## config.mk

```make
export PLATFORM = sky130hd
export DESIGN_NAME = multicycle_sequencer
export DESIGN_NICKNAME = d
export VERILOG_FILES = /design/src/rtl/multicycle_sequencer.sv
export SDC_FILE = /design/constraint.sdc
export NUM_CORES = 1
export LEC_CHECK = 0
export ABC_AREA = 1
export BUFFER_PORTS_ARGS = -buffer_cell sky130_fd_sc_hd__buf_2
export CELL_PAD_IN_SITES_DETAIL_PLACEMENT = 0
export CELL_PAD_IN_SITES_GLOBAL_PLACEMENT = 1
export CORE_MARGIN = 2
export CORE_UTILIZATION = 41
export CTS_BUF_LIST = sky130_fd_sc_hd__clkbuf_16
export DETAILED_ROUTE_END_ITERATION = 8
export PLACE_DENSITY = 0.94
export SETUP_SLACK_MARGIN = 0.5
export SYNTH_ARGS = -nofsm -noshare
export SYNTH_HDL_FRONTEND = slang
export SYNTH_SLANG_ARGS = --single-unit
```

## constraint.sdc

```tcl
create_clock -name clk -period 3.3 [get_ports clk]
set_input_delay 0.495 -clock clk [delete_from_list [all_inputs] [get_ports clk]]
set_output_delay 0.495 -clock clk [all_outputs]
set_load 0.01 [all_outputs]
```

## src/rtl/multicycle_sequencer.sv

```systemverilog
// Sequencing FSM for the multicycle RISC-V datapath: FETCH/DECODE/EXEC/MEM/WB strobes.
// Latency: strobes are combinational from state; R/I/JAL 4, BRANCH 3, STORE 4+w, LOAD 5+w cycles.
// Backpressure: MEM holds the request until mem_ready; MEM_WAIT_MAX idle cycles -> sticky HALT.
module multicycle_sequencer #(
    parameter int COUNT_W      = 16,
    parameter int MEM_WAIT_MAX = 15
) (
    input  logic               clk,
    input  logic               rst_n,
    input  logic               run,
    input  logic [6:0]         instr_opcode,
    input  logic [2:0]         ctl_alu_op,
    input  logic [1:0]         ctl_alu_src,
    input  logic               alu_zero,
    input  logic               mem_ready,
    output logic [2:0]         step,
    output logic               ir_write,
    output logic               pc_write,
    output logic [1:0]         pc_src,
    output logic               rf_we,
    output logic               mem_to_reg,
    output logic               dmem_re,
    output logic               dmem_we,
    output logic [2:0]         alu_op_q,
    output logic [1:0]         alu_src_q,
    output logic               illegal,
    output logic               bus_err,
    output logic [COUNT_W-1:0] retired
);

    typedef enum logic [2:0] {
        S_IDLE   = 3'd0,
        S_FETCH  = 3'd1,
        S_DECODE = 3'd2,
        S_EXEC   = 3'd3,
        S_MEM    = 3'd4,
        S_WB     = 3'd5,
        S_HALT   = 3'd7
    } state_t;

    typedef enum logic [2:0] {
        C_R      = 3'd0,
        C_I      = 3'd1,
        C_LOAD   = 3'd2,
        C_STORE  = 3'd3,
        C_BRANCH = 3'd4,
        C_JAL    = 3'd5,
        C_ILL    = 3'd6
    } cls_t;

    // Last non-ready MEM cycle index before the access is declared dead.
    localparam logic [7:0] WAIT_LAST = 8'(MEM_WAIT_MAX - 1);

    state_t     state;
    cls_t       cls_q;
    cls_t       cls_dec;
    logic [7:0] wait_cnt;
    logic       retire;
    logic       mem_timeout;

    assign step = state;

    // Classify the opcode; JALR and anything unknown fall to illegal.
    always_comb begin
        cls_dec = C_ILL;
        case (instr_opcode)
            7'b0110011: cls_dec = C_R;
            7'b0010011: cls_dec = C_I;
            7'b0000011: cls_dec = C_LOAD;
            7'b0100011: cls_dec = C_STORE;
            7'b1100011: cls_dec = C_BRANCH;
            7'b1101111: cls_dec = C_JAL;
            default:    cls_dec = C_ILL;
        endcase
    end

    assign retire = (state == S_EXEC && cls_q == C_BRANCH) ||
                    (state == S_MEM  && cls_q == C_STORE && mem_ready) ||
                    (state == S_WB);

    assign mem_timeout = (state == S_MEM) && !mem_ready && (wait_cnt == WAIT_LAST);

    // Per-cycle strobes from state and latched class; branch pc_src also follows alu_zero.
    always_comb begin
        ir_write   = 1'b0;
        pc_write   = 1'b0;
        pc_src     = 2'b00;
        rf_we      = 1'b0;
        mem_to_reg = 1'b0;
        dmem_re    = 1'b0;
        dmem_we    = 1'b0;
        case (state)
            S_FETCH: ir_write = 1'b1;
            S_EXEC: begin
                if (cls_q == C_BRANCH) begin
                    pc_write = 1'b1;
                    pc_src   = alu_zero ? 2'b01 : 2'b00;
                end
            end
            S_MEM: begin
                dmem_re = (cls_q == C_LOAD);
                dmem_we = (cls_q == C_STORE);
                if (cls_q == C_STORE && mem_ready) begin
                    pc_write = 1'b1;
                end
            end
            S_WB: begin
                rf_we      = 1'b1;
                pc_write   = 1'b1;
                mem_to_reg = (cls_q == C_LOAD);
                pc_src     = (cls_q == C_JAL) ? 2'b10 : 2'b00;
            end
            default: ;
        endcase
    end

    // State transitions, latched decoder fields, sticky flags and counters.
    always_ff @(posedge clk or negedge rst_n) begin
        if (!rst_n) begin
            state     <= S_IDLE;
            cls_q     <= C_R;
            alu_op_q  <= 3'd0;
            alu_src_q <= 2'd0;
            illegal   <= 1'b0;
            bus_err   <= 1'b0;
            retired   <= '0;
            wait_cnt  <= 8'd0;
        end else begin
            if (retire) begin
                retired <= retired + {{(COUNT_W-1){1'b0}}, 1'b1};
                state   <= run ? S_FETCH : S_IDLE;
            end else begin
                case (state)
                    S_IDLE:   if (run) state <= S_FETCH;
                    S_FETCH:  state <= S_DECODE;
                    S_DECODE: begin
                        alu_op_q  <= ctl_alu_op;
                        alu_src_q <= ctl_alu_src;
                        cls_q     <= cls_dec;
                        if (cls_dec == C_ILL) begin
                            state   <= S_HALT;
                            illegal <= 1'b1;
                        end else begin
                            state <= S_EXEC;
                        end
                    end
                    S_EXEC: begin
                        if (cls_q == C_LOAD || cls_q == C_STORE) begin
                            state    <= S_MEM;
                            wait_cnt <= 8'd0;
                        end else begin
                            state <= S_WB;
                        end
                    end
                    S_MEM: begin
                        if (mem_ready) begin
                            state <= S_WB;
                        end else if (mem_timeout) begin
                            state   <= S_HALT;
                            bus_err <= 1'b1;
                        end else begin
                            wait_cnt <= wait_cnt + 8'd1;
                        end
                    end
                    S_HALT:  state <= S_HALT;
                    default: state <= S_HALT;
                endcase
            end
        end
    end

endmodule

```

==> results by group, run 1 <==
Status
  – Outcome: complete, no violations

Floorplanning
  – IO Count: 51
  – Initial core utilization: 43.2%
  – Die X-Extent: 78.1 µm
  – Die ar.: 6090 µm²
  – Rows: 26
  – Die height: 78.1 µm
  – CORE AREA: 5200 µm²

Layout
  – Nets@finish: 393
  – Final Non-Filler Cells: 444
  – Syn-to-layout area delta: 19.2%
  – # fillers: 518
  – Share of cells above drive strength 1: 19.3%
  – Antenna Cells: 0
  – Utilization after layout: 51.5%

CTS
  – # resized after CTS: 0
  – Setup Fix Bufs, Post-CTS: 0
  – H-tree levels: 2
  – Hold_buf cts: 0
  – CTS Buf Count: 5
  – Clk Latency, worst-skew pair: 270 ps
  – Worst-path clk slew: 60 ps
  – Clk buf depth: 2
  – CTS tree: built
  – Clock Root Buffer: clkbuf_16
  – Clk sinks: 37

Place
  – Placed insts: 436
  – Buffers added on ports: 50
  – Post-DP HPWL: 3.59 mm
  – Place WS: 1330 ps
  – RD Place Congestion: 0.782

Critical path
  – CP Max Fanout: 28
  – Crit path capture type: output pin
  – FF-to-FF path depth: 7
  – Reg2reg setup slack: 1620 ps
  – Type of origin of the critical path: register
  – Reg2reg end: retired[14]
  – Worst EP required: 2800 ps
  – Worst Path Arrival: 1760 ps
  – Reg2reg start: step[0]
  – Setup crit start: step[0]
  – Critical setup path kind: register to output pin

STA
  – Final min period: 2260 ps
  – Period utilization: 68.4%
  – Layout Skew: 3.23 ps
  – Fmax achieved: 443 MHz
  – Count of pins over their slew limit: 0
  – Hold WS: 328 ps
  – Max_slew headroom: 43.3%
  – Unrepaired setup endpoints after global routing: false
  – Final Hold Vio Count: 0
  – Worst Tran Pin Value: 851 ps
  – Total Neg Setup Slack: 0 ps
  – Setup-failing EPs final: 0
  – Worst Setup Slack, final: 1040 ps

Synthesis
  – Synth top area share: 41.2%
  – Top cells by area, synth: dfrtp_1, nand2_1, inv_1
  – Synthesized area per cell: 7.03 µm²
  – Top cell type by total area after synthesis: dfrtp_1
  – Ys Warns: 0
  – Cell area after synthesis: 2250 µm²
  – FF+latch count, synth: 37
  – Register area share after synthesis: 41.2%
  – Synth cell types: 28
  – Post-Syn Nets: 340
  – Cells after synthesis: 320

Routing
  – DR pass1 iterations: 4
  – Drt via density: 4.68
  – Routed WL per cell: 10.8 µm
  – Routed Antenna Nets: 0
  – WL final: 4.80 mm
  – Initial DRC Count: 113
  – Drt drc: 0
  – Vias: 2,077

Pwr
  – Sequential share of power: 39.2%
  – Switching Share: 41.7%
  – Clock power share: 24.5%
  – Internal power: 1070 µW
  – Switching power: 761 µW
  – Leak Pwr: 0.00139 µW
  – PwrDens: 682 nW/µm²
  – Gate power share: 36.3%
  – Peak VDD IR: 0.403 mV

Global routing
  – Vias in the first global route: 1,916
  – Initial antenna violation count: 0
  – Largest net degree at the start of global routing: 38
  – GRT Util Overall: 17.1%
  – First-pass GRT wire length: 8.49 mm
  – Grt ovf: 0

Worst hold path
  – Worst hold path type: input port to asynchronous set/reset pin

Flow run
  – Maximum capacitance violations: 0
[layout by cell type, fill, tap and decap left out, drive strengths merged, types with 2 or more instances in the layout]
cell type	count
o21ai	23
nor3	5
clkbuf	5
nand3	19
nor2	38
nand4	7
clkinv	2
inv	42
ha	3
xor2	7
buf	50
nand2	125
a21oi	3
dfrtp	37
[area by class of cell]
type / count / area [µm²] / share of cell area, %
multi-input combinational: 238 / 1120 / 41.9
sequential: 37 / 926 / 34.5
timing repair buffer: 50 / 250 / 9.34
inverter: 41 / 154 / 5.74
clock buffer: 5 / 125 / 4.67
tap: 70 / 87.6 / 3.27
clock inverter: 3 / 13.8 / 0.514
[worst max-delay path by stage]
stage,to,slack [ps]
6_report,pc_write,1040
2_1_floorplan,pc_src[1],1520
3_3_place_gp,pc_write,1390
5_1_grt,pc_write,930
4_1_cts,pc_write,1020
3_5_place_dp,pc_write,1330
[sequential cells by signal, indices dropped and copies added, names as in the netlist]
register	flops
retired	16
wait_cnt	8
alu_op_q	3
cls_q	3
step	3
alu_src_q	2
bus_err	1
illegal	1
[synth_stat cells]
cell type    n
a21oi_1      3
and3_1       1
buf_6        4
dfrtp_1     37
ha_1         3
inv_1       37
inv_2        4
nand2_1    122
nand2_2      1
nand2_4      2
nand2b_1     1
nand3_1     16
nand3_2      3
nand3b_1     1
nand4_1      7
nor2_1      34
nor2_2       3
nor2_8       1
nor3_1       4
nor3_2       1
nor3b_1      1
nor4_1       1
o211ai_1     1
o21ai_0      6
o21ai_1     17
o21bai_1     1
xnor2_1      1
xor2_1       7
[power groups by stage]
stage               Combinational, µW  Sequential (µW)  Clock (µW)
floorplan                         488              720           0
global placement                  658              715           0
detailed placement                671              718           0
CTS                               673              714         458
global route                      766              741         471
finish                            663              717         448
[per-stage QoR]
stage	total power (µW)	cell area [µm²]
2_1_floorplan	1210	2250
3_3_place_gp	1370	2540
3_5_place_dp	1390	2540
4_1_cts	1850	2680
6_report	1830	2680
5_1_grt	1980	2680
[layer usage]
| layer | track usage, % | vias up | share of wire [%] |
|---|---|---|---|
| met5 | 0 | - | 0 |
| met4 | 4.39 | 0 | 0.71 |
| met3 | 3.79 | 2 | 5.4 |
| met2 | 28.6 | 45 | 45 |
| met1 | 22.7 | 923 | 49 |
| li1 | - | 1107 | - |
[cells by family (layout without fill, tap and decap cells)]
| group | after synthesis | count (layout) | synth area share, % |
|---|---|---|---|
| AND/OR/NAND/NOR | 199 | 199 | 38.7 |
| buffers and inverters | 45 | 99 | 8.85 |
| flip-flops | 37 | 37 | 41.2 |
| AO/OA/AOI/OAI | 28 | 28 | 6.46 |
| XOR/XNOR | 8 | 8 | 3.12 |
| adder cells (fa/ha/maj) | 3 | 3 | 1.67 |
[critical path, cell delays in order, from the launching register on]
cell     delay [ps]
dfrtp_1         610
nand3_2         200
nor2_1          160
nor2_2           60
nand2_4         240
buf_2           200
Note: power is estimated with default switching activity, not from simulation.
==> run 2, diff against run 1 <==
Settings changed: CORE_UTILIZATION 41 to 34, PLACE_DENSITY 0.94 to 0.84.
Clock period 3.3 ns to 2 ns, I/O delays scaled along.
==> run 2 against run 1 <==
Non-clock buffer count up 30. Global-route usage about the same. Routed wire length up 25%. Critical endpoint unchanged.
==> results by group, run 2 (synthesis gave the netlist of run 1 again) <==
Layout
  – Most frequent cells in the layout: nand2_1, buf_2, inv_1
  – Nets@finish: 425
  – Utilization after layout: 49.6%
  – Largest register by flop count: retired
  – Largest register FFs: 16
  – Share of cells above drive strength 1: 33.5%
  – Biggest regs: retired (16), wait_cnt (8)
  – Design area: 3170 µm²
  – Commonest non-fill, non-tap cell in the layout: nand2_1
  – Syn-to-layout area delta: 40.8%
  – Final Non-Filler Cells: 483
  – Antenna Cells: 0

Critical path
  – Crit path capture type: output pin
  – Worst Path Arrival: 1420 ps
  – Type of origin of the critical path: register
  – Setup crit start: step[0]
  – Max stage delay on crit path: 470 ps
  – FF-to-FF path depth: 8
  – Critical path's slowest cell: dfrtp_2
  – Reg2reg start: step[1]
  – CP cell instances: inv_2 > nor2_4 > buf_4 > nor2_4 > nand2_8 > buf_6
  – CP Max Fanout: 6
  – Reg2reg end: wait_cnt[4]
  – Reg2reg setup slack: 370 ps
  – Critical setup path kind: register to output pin
  – Worst EP required: 1700 ps
  – Worst path most repeated cell: nor2_4

Floorplanning
  – IO Count: 51
  – Initial core utilization: 35.2%
  – CORE AREA: 6390 µm²
  – Die height: 85.3 µm
  – Die X-Extent: 85.3 µm
  – Rows: 29
  – Die ar.: 7280 µm²

Place
  – Dpl cell area: 2580 µm²
  – Buffers added on ports: 50
  – Post-DP HPWL: 3.79 mm
  – Placed insts: 446
  – Place WS: 297 ps
  – RD Place Congestion: 0.767

Routing
  – DR pass1 iterations: 4
  – Drt drc: 0
  – Routed Antenna Nets: 0
  – WL final: 6.02 mm
  – Routed WL per cell: 12.5 µm
  – Vias: 2,262
  – Drt via density: 4.68
  – Initial DRC Count: 95

STA
  – Final Hold Vio Count: 0
  – Worst Setup Slack, final: 278 ps
  – Total Neg Setup Slack: 0 ps
  – Max_slew headroom: 67.0%
  – Count of pins over their slew limit: 0
  – Unrepaired setup endpoints after global routing: true
  – Worst Tran Pin Value: 495 ps
  – Period utilization: 86.1%
  – Setup-failing EPs final: 0
  – Layout Skew: 8.64 ps
  – Final min period: 1720 ps
  – Fmax achieved: 581 MHz

Pwr
  – Internal power: 2370 µW
  – Leak Pwr: 0.00158 µW
  – Switching Share: 41.3%
  – Peak VDD IR: 0.615 mV
  – PwrDens: 1270 nW/µm²
  – Sequential share of power: 29.4%
  – Clock power share: 22.2%
  – Switching power: 1670 µW
  – Gate power share: 48.4%

CTS
  – Clk buf depth: 2
  – Worst-path clk slew: 60 ps
  – CTS Buf Count: 5
  – CTS tree: built
  – Clk Latency, worst-skew pair: 280 ps
  – H-tree levels: 2
  – Clock Root Buffer: clkbuf_16
  – Clk sinks: 37

Global routing
  – Grt ovf: 0
  – First-pass GRT wire length: 9.81 mm
  – Vias in the first global route: 2,079
  – Largest net degree at the start of global routing: 38
  – GRT Util Overall: 17.1%
  – Initial antenna violation count: 0

Worst hold path
  – Worst hold path type: input port to asynchronous set/reset pin

Flow run
  – Maximum capacitance violations: 0

Status
  – Outcome: complete, no violations
## run 2: cell types whose count changed in the layout (fill, tap and decap cells not counted), moves of 4 or more
cell     previous run  this run
dfrtp_2             0         8
dfrtp_1            37        29
buf_6               0         4
buf_4               0        26
nand2_1           122       116
inv_1              38        33
nor2_4              0         6
nor2_1             34        28
nor3_1              4         0
nand2_2             1         6
## run 2: per-layer routing
metal,part of all wire [%],GRT usage [%]
met1,45,21.9
met2,49,28.5
met3,4.6,4.18
met4,1.5,5.63
met5,0,0
## run 2: worst max path at each step
stage	endpoint	depth (start not counted)
after global placement	pc_write	5
after floorplan	mem_to_reg	5
after detailed placement	pc_write	5
after CTS	mem_to_reg	6
final	pc_write	6
after global routing	pc_src[1]	6
## run 2: power by group through the flow
stage	Clock, µW	Sequential (µW)	Combinational [µW]
final	896	1190	1950
after global routing	942	1220	2130
after CTS	914	1160	1520
after detailed placement	0	1200	1150
after global placement	0	1190	1130
after floorplan	0	1190	811
## run 2: worst max-delay path: cells and delay by family, from the launching register on
family	cells	cell delay, ps
buffers and inverters	3	390
flip-flops	1	470
AND/OR/NAND/NOR	3	280
## run 2: through the flow
step | power, µW | hold WS [ps]
global route | 4300 | 105
floorplan | 2000 | 4.41
finish | 4040 | 60.9
detailed placement | 2350 | 392
global placement | 2320 | 381
CTS | 3590 | 84.7
## run 2: cell type report
class	instances	area, µm²
well taps	77	96.3
clock buffers	5	125
flip-flops and latches	37	936
inverters	41	166
fillers	633	3220
multi-input cells	240	1300
repair buffers	80	500
clock inverters	3	41.3
## run 2: repair_timing
action                                  4_1_cts  5_1_grt
setup buffers                                12       15
pin swaps                                     7       14
cloned                                        2        0
gates resized for setup                      21       39
endpoints found under the setup margin       30       39
hold buffers                                  0        0
==> run 3, diff against run 2 <==
Settings changed: CORE_MARGIN 2 to 4.
==> run 3 against run 2 <==
Final cell count shrank 1.0%. Power is 7.9% lower. Maximum frequency increased by 2.2%. Largest power group unchanged. Count of clock-buffer cells in the layout unchanged. Cell area is 2.9% lower. Combinational power shrank 7%. Via count shrank 0.35%. Register-to-register slack improved by 20 ps. Routed wire length fell by 3.3%. Sequential share of layout area up 0.73 points.
==> results by group, run 3 (synthesis gave the netlist of run 1 again) <==
Layout
  – Commonest non-fill, non-tap cell in the layout: nand2_1
  – Share of cells above drive strength 1: 31.4%
  – Most frequent cells in the layout: nand2_1, buf_2, inv_1, dfrtp_1, nor2_1
  – Area occupied by multi-input gates: 1270 µm²
  – Biggest regs: retired (16), wait_cnt (8)
  – Flip-flop and latch area: 931 µm²
  – # fillers: 613
  – Largest register FFs: 16
  – Antenna Cells: 0
  – Largest register by flop count: retired
  – Syn-to-layout area delta: 36.7%
  – Nets@finish: 422

CTS
  – Hold_buf cts: 0
  – CTS tree: built
  – CTS Buf Count: 5
  – Clk Latency, worst-skew pair: 280 ps
  – Clk sinks: 37
  – Worst-path clk slew: 50 ps
  – Clock Root Buffer: clkbuf_16
  – Clk buf depth: 2
  – H-tree levels: 2

STA
  – Layout Skew: 4.71 ps
  – Fmax achieved: 594 MHz
  – Unrepaired setup endpoints after global routing: true
  – Setup-failing EPs final: 0
  – Max_slew headroom: 67.2%
  – Total Neg Setup Slack: 0 ps
  – Final Hold Vio Count: 0
  – Count of pins over their slew limit: 0
  – Hold WS: 60.8 ps
  – Worst Tran Pin Value: 492 ps
  – Period utilization: 84.2%
  – Final min period: 1680 ps

Routing
  – Routed WL per cell: 12.2 µm
  – WL final: 5.82 mm
  – Drt via density: 4.72
  – Drt drc: 0
  – DR pass1 iterations: 6
  – Routed Antenna Nets: 0
  – Vias: 2,254
  – Initial DRC Count: 96

Critical path
  – CP Max Fanout: 5
  – WP buf/inv: 3
  – Delay-heaviest family, CP: flip-flops
  – Critical setup path kind: register to output pin
  – CP cell instances: inv_2 > nor2_4 > inv_2 > nor3_1 > buf_2
  – Max stage delay on crit path: 490 ps
  – Worst path most repeated cell: inv_2
  – Setup crit start: step[0]
  – Worst EP required: 1700 ps
  – Reg2reg start: step[0]
  – Critical path's slowest cell: dfrtp_2
  – Type of origin of the critical path: register
  – Crit path capture type: output pin
  – Worst Path Arrival: 1380 ps

Pwr
  – Peak VDD IR: 0.715 mV
  – Switching power: 1550 µW
  – Internal power: 2170 µW
  – Switching Share: 41.6%
  – Total power: 3720 µW
  – Leak Pwr: 0.00154 µW
  – Gate power share: 48.9%
  – PwrDens: 1210 nW/µm²
  – Clock power share: 19.5%
  – Sequential share of power: 31.5%

Worst hold path
  – Worst hold path type: input port to asynchronous set/reset pin

Global routing
  – Largest net degree at the start of global routing: 38
  – First-pass GRT wire length: 9.10 mm
  – Grt ovf: 0
  – GRT Util Overall: 14.7%
  – Vias in the first global route: 1,971
  – Initial antenna violation count: 0

Place
  – RD Place Congestion: 0.811
  – Buffers added on ports: 50
  – Post-DP HPWL: 3.97 mm

Status
  – Outcome: complete, no violations

Floorplanning
  – Die X-Extent: 89.3 µm
  – Rows: 29
  – IO Count: 51
  – Initial core utilization: 35.2%
  – CORE AREA: 6390 µm²
  – Die ar.: 7980 µm²
  – Die height: 89.3 µm

Flow run
  – Maximum capacitance violations: 0
-- run 3: changes by cell type in the layout (fill, tap and decap cells not counted), sizes merged --
cell,previous run,this run
buf,80,78
bufinv,1,0
clkinvlp,1,0
nand2,127,126
-- run 3: what timing repair did --
item	CTS	global route
pin swaps	6	6
endpoints found under the setup margin	31	33
setup buffers	12	12
gates resized for setup	25	21
gates cloned	0	1
-- run 3: area by class of cell --
| cell class | instances | share of cell area [%] |
|---|---|---|
| repair buffers | 78 | 15.8 |
| well taps | 77 | 3.13 |
| flip-flops and latches | 37 | 30.3 |
| clock inverters | 1 | 0.163 |
| inverters | 41 | 5.17 |
| clock buffers | 5 | 4.07 |
| multi-input cells | 239 | 41.4 |
-- run 3: final timing paths --
kind                                      to  slack, ps  cells after the start
worst max-delay path              mem_to_reg        320                      5
worst min-delay path                cls_q[1]         60                      2
min in group clk                alu_src_q[1]        220                      3
max in group asynchronous         retired[0]       1560                      2
worst min register to register   alu_op_q[2]        470                      2
worst max register to register   wait_cnt[1]        390                      7
-- run 3: per-stage QoR --
stage               cells  util [%]  instance area (µm²)  setup slack [ps]
floorplan             320         -                 2250               493
finish                478      48.1                 3070               315
global route          478      48.1                 3070               255
detailed placement    447      40.5                 2590               283
CTS                   465      45.3                 2900               341
global placement      447      40.5                 2590               377
-- run 3: power groups by stage --
stage                     logic [µW]  registers (µW)  clock network, µW
after global placement          1150            1190                  0
after detailed placement        1160            1200                  0
after global routing            2000            1200                778
final                           1820            1170                727
after CTS                       1520            1170                746
after floorplan                  811            1190                  0
-- run 3: metal layers --
layer	GRT usage, %	up-vias	wire length, µm
met2	23.2	44	2750
li1	-	1164	-
met1	19.8	1036	2690
met5	0	-	0
met3	3.13	10	291
met4	5.28	0	94
